`src/rtl/led_fade_if.sv`:
```
// ---------------------------------------------------------------------------
// led_fade_if
// Bundles the pattern/enable inputs and the LED drive/status outputs of the
// LED fade PWM stage.
//   led_in  [N_LED] : target on/off pattern from the pattern generator
//   enable          : 0 blanks every LED output
//   led_out [N_LED] : PWM drive toward the LED pins
//   busy            : some channel has not yet reached its target level
// master : the side that supplies the pattern (generator / testbench)
// slave  : the fade PWM stage itself
// ---------------------------------------------------------------------------
interface led_fade_if #(
    parameter int N_LED = 12
);
    logic [N_LED-1:0] led_in;
    logic             enable;
    logic [N_LED-1:0] led_out;
    logic             busy;

    modport master (
        output led_in,
        output enable,
        input  led_out,
        input  busy
    );

    modport slave (
        input  led_in,
        input  enable,
        output led_out,
        output busy
    );
endinterface

```
`src/rtl/led_fade_pwm.sv`:
```
// ---------------------------------------------------------------------------
// led_fade_pwm
// Output stage between the 12-LED pattern generator and the board LED pins.
// Every channel carries a brightness level that ramps toward full while its
// pattern bit is 1 and toward off while it is 0. The level sets the duty cycle
// of a free-running PWM, so pattern steps appear as smooth fades.
//
// Ports
//   clk        : 50 MHz board clock
//   rst        : synchronous, active-low reset
//   bus.led_in : target pattern (from a divided clock domain, treated as async)
//   bus.enable : 0 blanks all outputs; fading carries on internally
//   bus.led_out: registered PWM drive, one bit per LED
//   bus.busy   : registered, 1 while any brightness differs from its target
//
// Parameters
//   N_LED    : number of channels
//   PWM_BITS : PWM counter / brightness width, MAX = 2^PWM_BITS-1
//   FADE_DIV : clk cycles per fade tick (>= 2)
//   STEP     : brightness change per fade tick (1..MAX)
//
// Build option
//   LED_FADE_GAMMA_EN : when defined, duty = (bri*bri) >> PWM_BITS, a
//                       square-law perceptual curve. When undefined, duty is
//                       the brightness itself and no multiplier exists.
//                       In both cases a full-brightness channel is held
//                       constantly on.
// ---------------------------------------------------------------------------
module led_fade_pwm #(
    parameter int N_LED    = 12,
    parameter int PWM_BITS = 8,
    parameter int FADE_DIV = 195,
    parameter int STEP     = 8
) (
    input  logic     clk,
    input  logic     rst,
    led_fade_if.slave bus
);

    localparam int                  DIV_W    = (FADE_DIV > 2) ? $clog2(FADE_DIV) : 1;
    localparam logic [PWM_BITS-1:0] MAX_V    = {PWM_BITS{1'b1}};
    localparam logic [PWM_BITS-1:0] ZERO_V   = {PWM_BITS{1'b0}};
    localparam logic [PWM_BITS:0]   STEP_W   = (PWM_BITS+1)'(STEP);
    localparam logic [DIV_W-1:0]    DIV_LAST = DIV_W'(FADE_DIV - 1);

    // Saturating step up: the sum is formed one bit wider so it can never wrap.
    function automatic logic [PWM_BITS-1:0] sat_up(input logic [PWM_BITS-1:0] b);
        logic [PWM_BITS:0] s;
        s = {1'b0, b} + STEP_W;
        if (s > {1'b0, MAX_V}) begin
            return MAX_V;
        end else begin
            return s[PWM_BITS-1:0];
        end
    endfunction

    // Saturating step down: a borrow into the extra top bit means "below zero".
    function automatic logic [PWM_BITS-1:0] sat_dn(input logic [PWM_BITS-1:0] b);
        logic [PWM_BITS:0] d;
        d = {1'b0, b} - STEP_W;
        if (d[PWM_BITS]) begin
            return ZERO_V;
        end else begin
            return d[PWM_BITS-1:0];
        end
    endfunction

    logic [N_LED-1:0]    sync1_r;
    logic [N_LED-1:0]    tgt_r;
    logic [PWM_BITS-1:0] pwm_cnt_r;
    logic [DIV_W-1:0]    div_cnt_r;
    logic                tick_s;
    logic [PWM_BITS-1:0] bri_r     [N_LED];
    logic [PWM_BITS-1:0] bri_nxt_s [N_LED];
    logic [N_LED-1:0]    on_s;
    logic                busy_nxt_s;
    logic [N_LED-1:0]    led_out_r;
    logic                busy_r;

    assign bus.led_out = led_out_r;
    assign bus.busy    = busy_r;

    // Two-flop synchroniser for the pattern coming from the slower domain.
    always_ff @(posedge clk) begin
        if (!rst) begin
            sync1_r <= {N_LED{1'b0}};
            tgt_r   <= {N_LED{1'b0}};
        end else begin
            sync1_r <= bus.led_in;
            tgt_r   <= sync1_r;
        end
    end

    // Free-running PWM counter and fade-tick divider.
    always_ff @(posedge clk) begin
        if (!rst) begin
            pwm_cnt_r <= ZERO_V;
            div_cnt_r <= {DIV_W{1'b0}};
        end else begin
            pwm_cnt_r <= pwm_cnt_r + PWM_BITS'(1);
            if (tick_s) begin
                div_cnt_r <= {DIV_W{1'b0}};
            end else begin
                div_cnt_r <= div_cnt_r + DIV_W'(1);
            end
        end
    end

    // Fade tick: one cycle in every FADE_DIV, the last count of the divider.
    always_comb begin
        tick_s = (div_cnt_r == DIV_LAST);
    end

    // Next brightness per channel; it only moves on a tick, toward the target.
    always_comb begin
        for (int i = 0; i < N_LED; i++) begin
            bri_nxt_s[i] = bri_r[i];
            if (tick_s) begin
                if (tgt_r[i]) begin
                    bri_nxt_s[i] = sat_up(bri_r[i]);
                end else begin
                    bri_nxt_s[i] = sat_dn(bri_r[i]);
                end
            end else begin
                bri_nxt_s[i] = bri_r[i];
            end
        end
    end

    // Busy looks at the brightness being loaded this cycle, so it drops in
    // the same cycle the last channel lands on its target.
    always_comb begin
        busy_nxt_s = 1'b0;
        for (int i = 0; i < N_LED; i++) begin
            if (bri_nxt_s[i] != (tgt_r[i] ? MAX_V : ZERO_V)) begin
                busy_nxt_s = 1'b1;
            end else begin
                busy_nxt_s = busy_nxt_s;
            end
        end
    end

    // Brightness registers.
    always_ff @(posedge clk) begin
        if (!rst) begin
            for (int i = 0; i < N_LED; i++) begin
                bri_r[i] <= ZERO_V;
            end
        end else begin
            for (int i = 0; i < N_LED; i++) begin
                bri_r[i] <= bri_nxt_s[i];
            end
        end
    end

`ifdef LED_FADE_GAMMA_EN
    logic [2*PWM_BITS-1:0] duty_s [N_LED];

    // Square-law duty; the comparison stays at full product width so the
    // top half of the shifted product takes part in it.
    always_comb begin
        on_s = {N_LED{1'b0}};
        for (int i = 0; i < N_LED; i++) begin
            duty_s[i] = ({{PWM_BITS{1'b0}}, bri_r[i]} * {{PWM_BITS{1'b0}}, bri_r[i]}) >> PWM_BITS;
            on_s[i]   = (bri_r[i] == MAX_V) | (duty_s[i] > {{PWM_BITS{1'b0}}, pwm_cnt_r});
        end
    end
`else
    // Linear duty. Full brightness is forced on because duty > pwm_cnt
    // can never hold when pwm_cnt reaches MAX.
    always_comb begin
        on_s = {N_LED{1'b0}};
        for (int i = 0; i < N_LED; i++) begin
            on_s[i] = (bri_r[i] == MAX_V) | (bri_r[i] > pwm_cnt_r);
        end
    end
`endif

    // Registered outputs; enable only blanks the drive, nothing else.
    always_ff @(posedge clk) begin
        if (!rst) begin
            led_out_r <= {N_LED{1'b0}};
            busy_r    <= 1'b0;
        end else begin
            led_out_r <= {N_LED{bus.enable}} & on_s;
            busy_r    <= busy_nxt_s;
        end
    end

endmodule
```
`src/flat_wrapper.sv`:
```
// flat-port wrapper written by rule: the top's interface ports become plain ports
module led_fade_pwm_flat 
#(
    parameter int N_LED    = 12,
    parameter int PWM_BITS = 8,
    parameter int FADE_DIV = 195,
    parameter int STEP     = 8
)
  (clk, rst, bus_led_in, bus_enable, bus_led_out, bus_busy);
  led_fade_if #(.N_LED(N_LED)) bus_i ();
  input  logic clk;
  input  logic rst;
  input wire logic [$bits(bus_i.led_in)-1:0] bus_led_in;
  input wire logic [$bits(bus_i.enable)-1:0] bus_enable;
  output wire logic [$bits(bus_i.led_out)-1:0] bus_led_out;
  output wire logic [$bits(bus_i.busy)-1:0] bus_busy;
  assign bus_i.led_in = bus_led_in;
  assign bus_i.enable = bus_enable;
  assign bus_led_out = bus_i.led_out;
  assign bus_busy = bus_i.busy;
  led_fade_pwm #(.N_LED(N_LED), .PWM_BITS(PWM_BITS), .FADE_DIV(FADE_DIV), .STEP(STEP)) u_core (.clk(clk), .rst(rst), .bus(bus_i));
endmodule
```
`config.mk`:
```
export PLATFORM = sky130hd
export DESIGN_NAME = led_fade_pwm_flat
export DESIGN_NICKNAME = d
export VERILOG_FILES = /design/src/rtl/led_fade_if.sv /design/src/rtl/led_fade_pwm.sv /design/src/flat_wrapper.sv
export SDC_FILE = /design/constraint.sdc
export NUM_CORES = 1
export LEC_CHECK = 0
export CORE_UTILIZATION = 50
export DETAILED_ROUTE_END_ITERATION = 8
export PLACE_DENSITY_LB_ADDON = 0.15
export SLEW_MARGIN = 20
export SYNTH_ARGS = -nofsm -noshare
export SYNTH_HDL_FRONTEND = slang
export SYNTH_SLANG_ARGS = --single-unit
```
`constraint.sdc`:
```
create_clock -name clk -period 3.9 [get_ports clk]
set_clock_uncertainty 0.1 [all_clocks]
set_input_delay 0.39 -clock clk [delete_from_list [all_inputs] [get_ports clk]]
set_output_delay 0.39 -clock clk [all_outputs]
set_load 0.01 [all_outputs]
```
==> impl_metrics.ini <==
[run_status]
status = finished clean

[synthesis]
ys_seq_elements = 149
synth-edff-count = 0
synth.distinct_cells = 83
synth-warning-count = 0
syn_area_um2 = 11400
seq_area_frac_synth = 0.261
synth.avg_cell_area_um2 = 7.71
synth_fp_nets = 1632
synth_cells = 1482
synthArstFlopShare = 0
synth-main-ff-cell = dfxtp_1

[final_layout]
layout-drive-gt1-share = 0.0489
syn2layout_area_growth_pct = 8.29
antenna_cells = 0
nets = 1608
multi_input_area_um2 = 7800
ff_latch_area_um2 = 2980
fill_cells = 2113
fin_cells = 1751
final_cell_mix = 149 x dfxtp_1, 142 x a21oi_1, 135 x ha_1
final_common_cell = dfxtp_1

[grt]
grt_antenna_before_repair = 0
grt_pass1_vias = 9932
grt-ovfl-total = 0
grtUsageTotal = 0.260
grt_pass1_wl_um = 49700
grt_max_degree = 58

[setup_path]
start_kind = register
cp.arrival_ps = 3750
rrSetupSlack_ps = 330
path_cells = inv_1 > ha_1 > nor3b_2 > and2_4 > buf_4 > nand2_1 > o22ai_1 > or4b_1 > nor4_1 > a41oi_1 > nor4_1 > a41oi_1
critPathLaunch = u_core.div_cnt_r[0]
end_kind = register
timing.rr.start = u_core.div_cnt_r[0]
reg2reg_depth = 12
critPathMaxFanout = 22
reg2reg_to = u_core.bus.busy
slowest_stage = or4b_1
slowest_delay_ps = 470
required_ps = 4080
crit_type = register to register

[clock_network]
postCtsSetupBuffers = 0
cts_made_buffers = 17
clkTransAtPathRegs_ps = 60
clockBufferDepth = 2
holdBufCountCts = 0
h-tree-depth = 4
insertion_delay_ps = 440
root_buffer = clkbuf_16
cts_tree = yes
clock-sinks = 149
cts_resized = 0

[timing]
tightestPinTransition_ps = 965
rsz0062_at_grt = no
period_needed_ps = 3570
slew_headroom = 0.356
final.setup.tns_ps = 0
setup_viol_count_final = 0
post-route-period-util = 0.914
final_max_slew_viol_count = 0
fmax_mhz = 280
hold_violations = 0

[detailed_routing]
dr.pass1.iters = 8
avgRoutedWirePerCell_um = 17.2
drt_wl_total_um = 30100
initialDrtViolationCount = 897
postRouteAntennaNets = 0
drc = 0
vias = 10800
avgViaCountPerCell = 6.18

[die]
rows = 54
core_um2 = 22100
fp.dieArea_um2 = 23500
die_w_um = 153
io_pins = 28
initial_utilization = 0.517
fp.dieH_um = 153

[power_and_ir_drop]
peakVddDrop_mv = 0.285
p_leak_nw = 4.91
power_density_nw_per_um2 = 280

[place]
dp.cells = 1719
gp_congestion = 0.945
place_hpwl_um = 20400
portBuffers = 27

[min_path]
timing.hold.worst_path_depth = 1
min_to = u_core.tgt_r[2]
hp-start = u_core.sync1_r[2]
worstHoldPathType = register to register

[run]
maxCapViolCount = 0
==> layer usage <==
metal	track usage	routed length (µm)	up-vias
li1	-	-	5375
met1	0.344	14200	5066
met2	0.422	13600	321
met3	0.0357	1470	65
met4	0.110	829	0
met5	0	0	-
==> how the worst max path moves through the flow <==
stage | depth (start not counted) | end
final | 12 | u_core.bus.busy
after global routing | 12 | u_core.bus.busy
after CTS | 12 | u_core.bus.busy
after detailed placement | 12 | u_core.bus.busy
after global placement | 12 | u_core.bus.busy
after floorplan | 10 | u_core.bus.busy
==> power breakdown <==
part	internal (W)	total, W	switching (W)
Clock	0.000912	0.00159	0.000682
Combinational	0.000135	0.000293	0.000158
Sequential	0.00155	0.00158	0.0000339
Total	0.00260	0.00347	0.000873
==> Yosys cell counts, types with 4 or more instances <==
cell type	number	area [µm²]
maj3_1	7	70.1
nor4b_1	5	43.8
and2_1	63	394
or4_1	8	60.1
a22oi_1	4	30.0
xnor2_1	19	166
and4_1	5	43.8
o2111ai_1	6	52.6
inv_1	70	263
or3_1	13	81.3
o2111a_1	4	45.0
nand4b_1	4	35.0
nand4_1	19	119
clkbuf_1	63	236
a211oi_1	16	120
a31oi_1	21	131
nand2_1	102	383
xor2_1	13	114
o21ai_0	107	536
a2111oi_0	12	105
clkbuf_8	4	55.1
and3_1	34	213
nand3_1	64	320
or2_2	6	37.5
mux2i_1	8	80.1
ha_1	135	1690
o21a_1	11	82.6
nor4_1	18	113
o22ai_1	13	81.3
o31a_1	7	61.3
buf_2	15	75.1
o211ai_1	9	67.6
dfxtp_1	149	2980
o31ai_1	7	52.6
a21oi_1	142	711
a21o_1	18	135
nor2_1	113	424
a311oi_1	4	35.0
a41oi_1	4	35.0
nor3_1	39	195
nor2b_1	17	106
nand2b_1	25	156
nor3b_1	12	90.1
==> stage by stage <==
step                worst slack, ps  cell area [µm²]  hold WS [ps]  total power [W]   util
floorplan                       830            11400           312          0.00180      -
global placement                175            11800           314          0.00190  0.535
detailed placement             13.4            11800           321          0.00191  0.535
CTS                            12.3            12400           336          0.00350  0.560
global route                    123            12400           348          0.00360  0.560
finish                          334            12400           328          0.00347  0.560
==> kinds of logic (layout without fill, tap and decap cells) <==
group | after synthesis | in the layout | share of synthesized area
AND/OR/NAND/NOR | 568 | 568 | 0.263
AO/OA/AOI/OAI | 424 | 424 | 0.230
buffers and inverters | 156 | 145 | 0.0577
flip-flops | 149 | 149 | 0.261
adder cells (fa/ha/maj) | 142 | 142 | 0.154
XOR/XNOR | 32 | 32 | 0.0245
multiplexers | 11 | 11 | 0.00996
==> flip-flops by register name, indices dropped and copies added, names as in the netlist <==
| name | cells |
|---|---|
| u_core.div_cnt_r | 8 |
| u_core.bus.busy | 1 |
| u_core.sync1_r | 12 |
| u_core.bus.led_out | 12 |
| u_core.tgt_r | 12 |
| u_core.bri_r | 96 |
| u_core.pwm_cnt_r | 8 |
==> critical path: cells and delay by family (launching register included) <==
family | cells | cell delay (ps)
DFF | 1 | 340
buffers and inverters | 2 | 370
and+or+nand+nor | 6 | 1970
AOI/OAI and AO/OA | 3 | 520
adders and majority gates | 1 | 130
==> cell type report <==
| cell class | instances | share of cell area |
|---|---|---|
| Clock buffer | 21 | 0.0372 |
| Timing Repair Buffer | 43 | 0.0342 |
| Sequential cell | 149 | 0.241 |
| Inverter | 70 | 0.0212 |
| Clock inverter | 11 | 0.00819 |
| Multi-Input combinational cell | 1177 | 0.630 |
| Tap cell | 280 | 0.0283 |
Power figures use the tool's default switching activity.
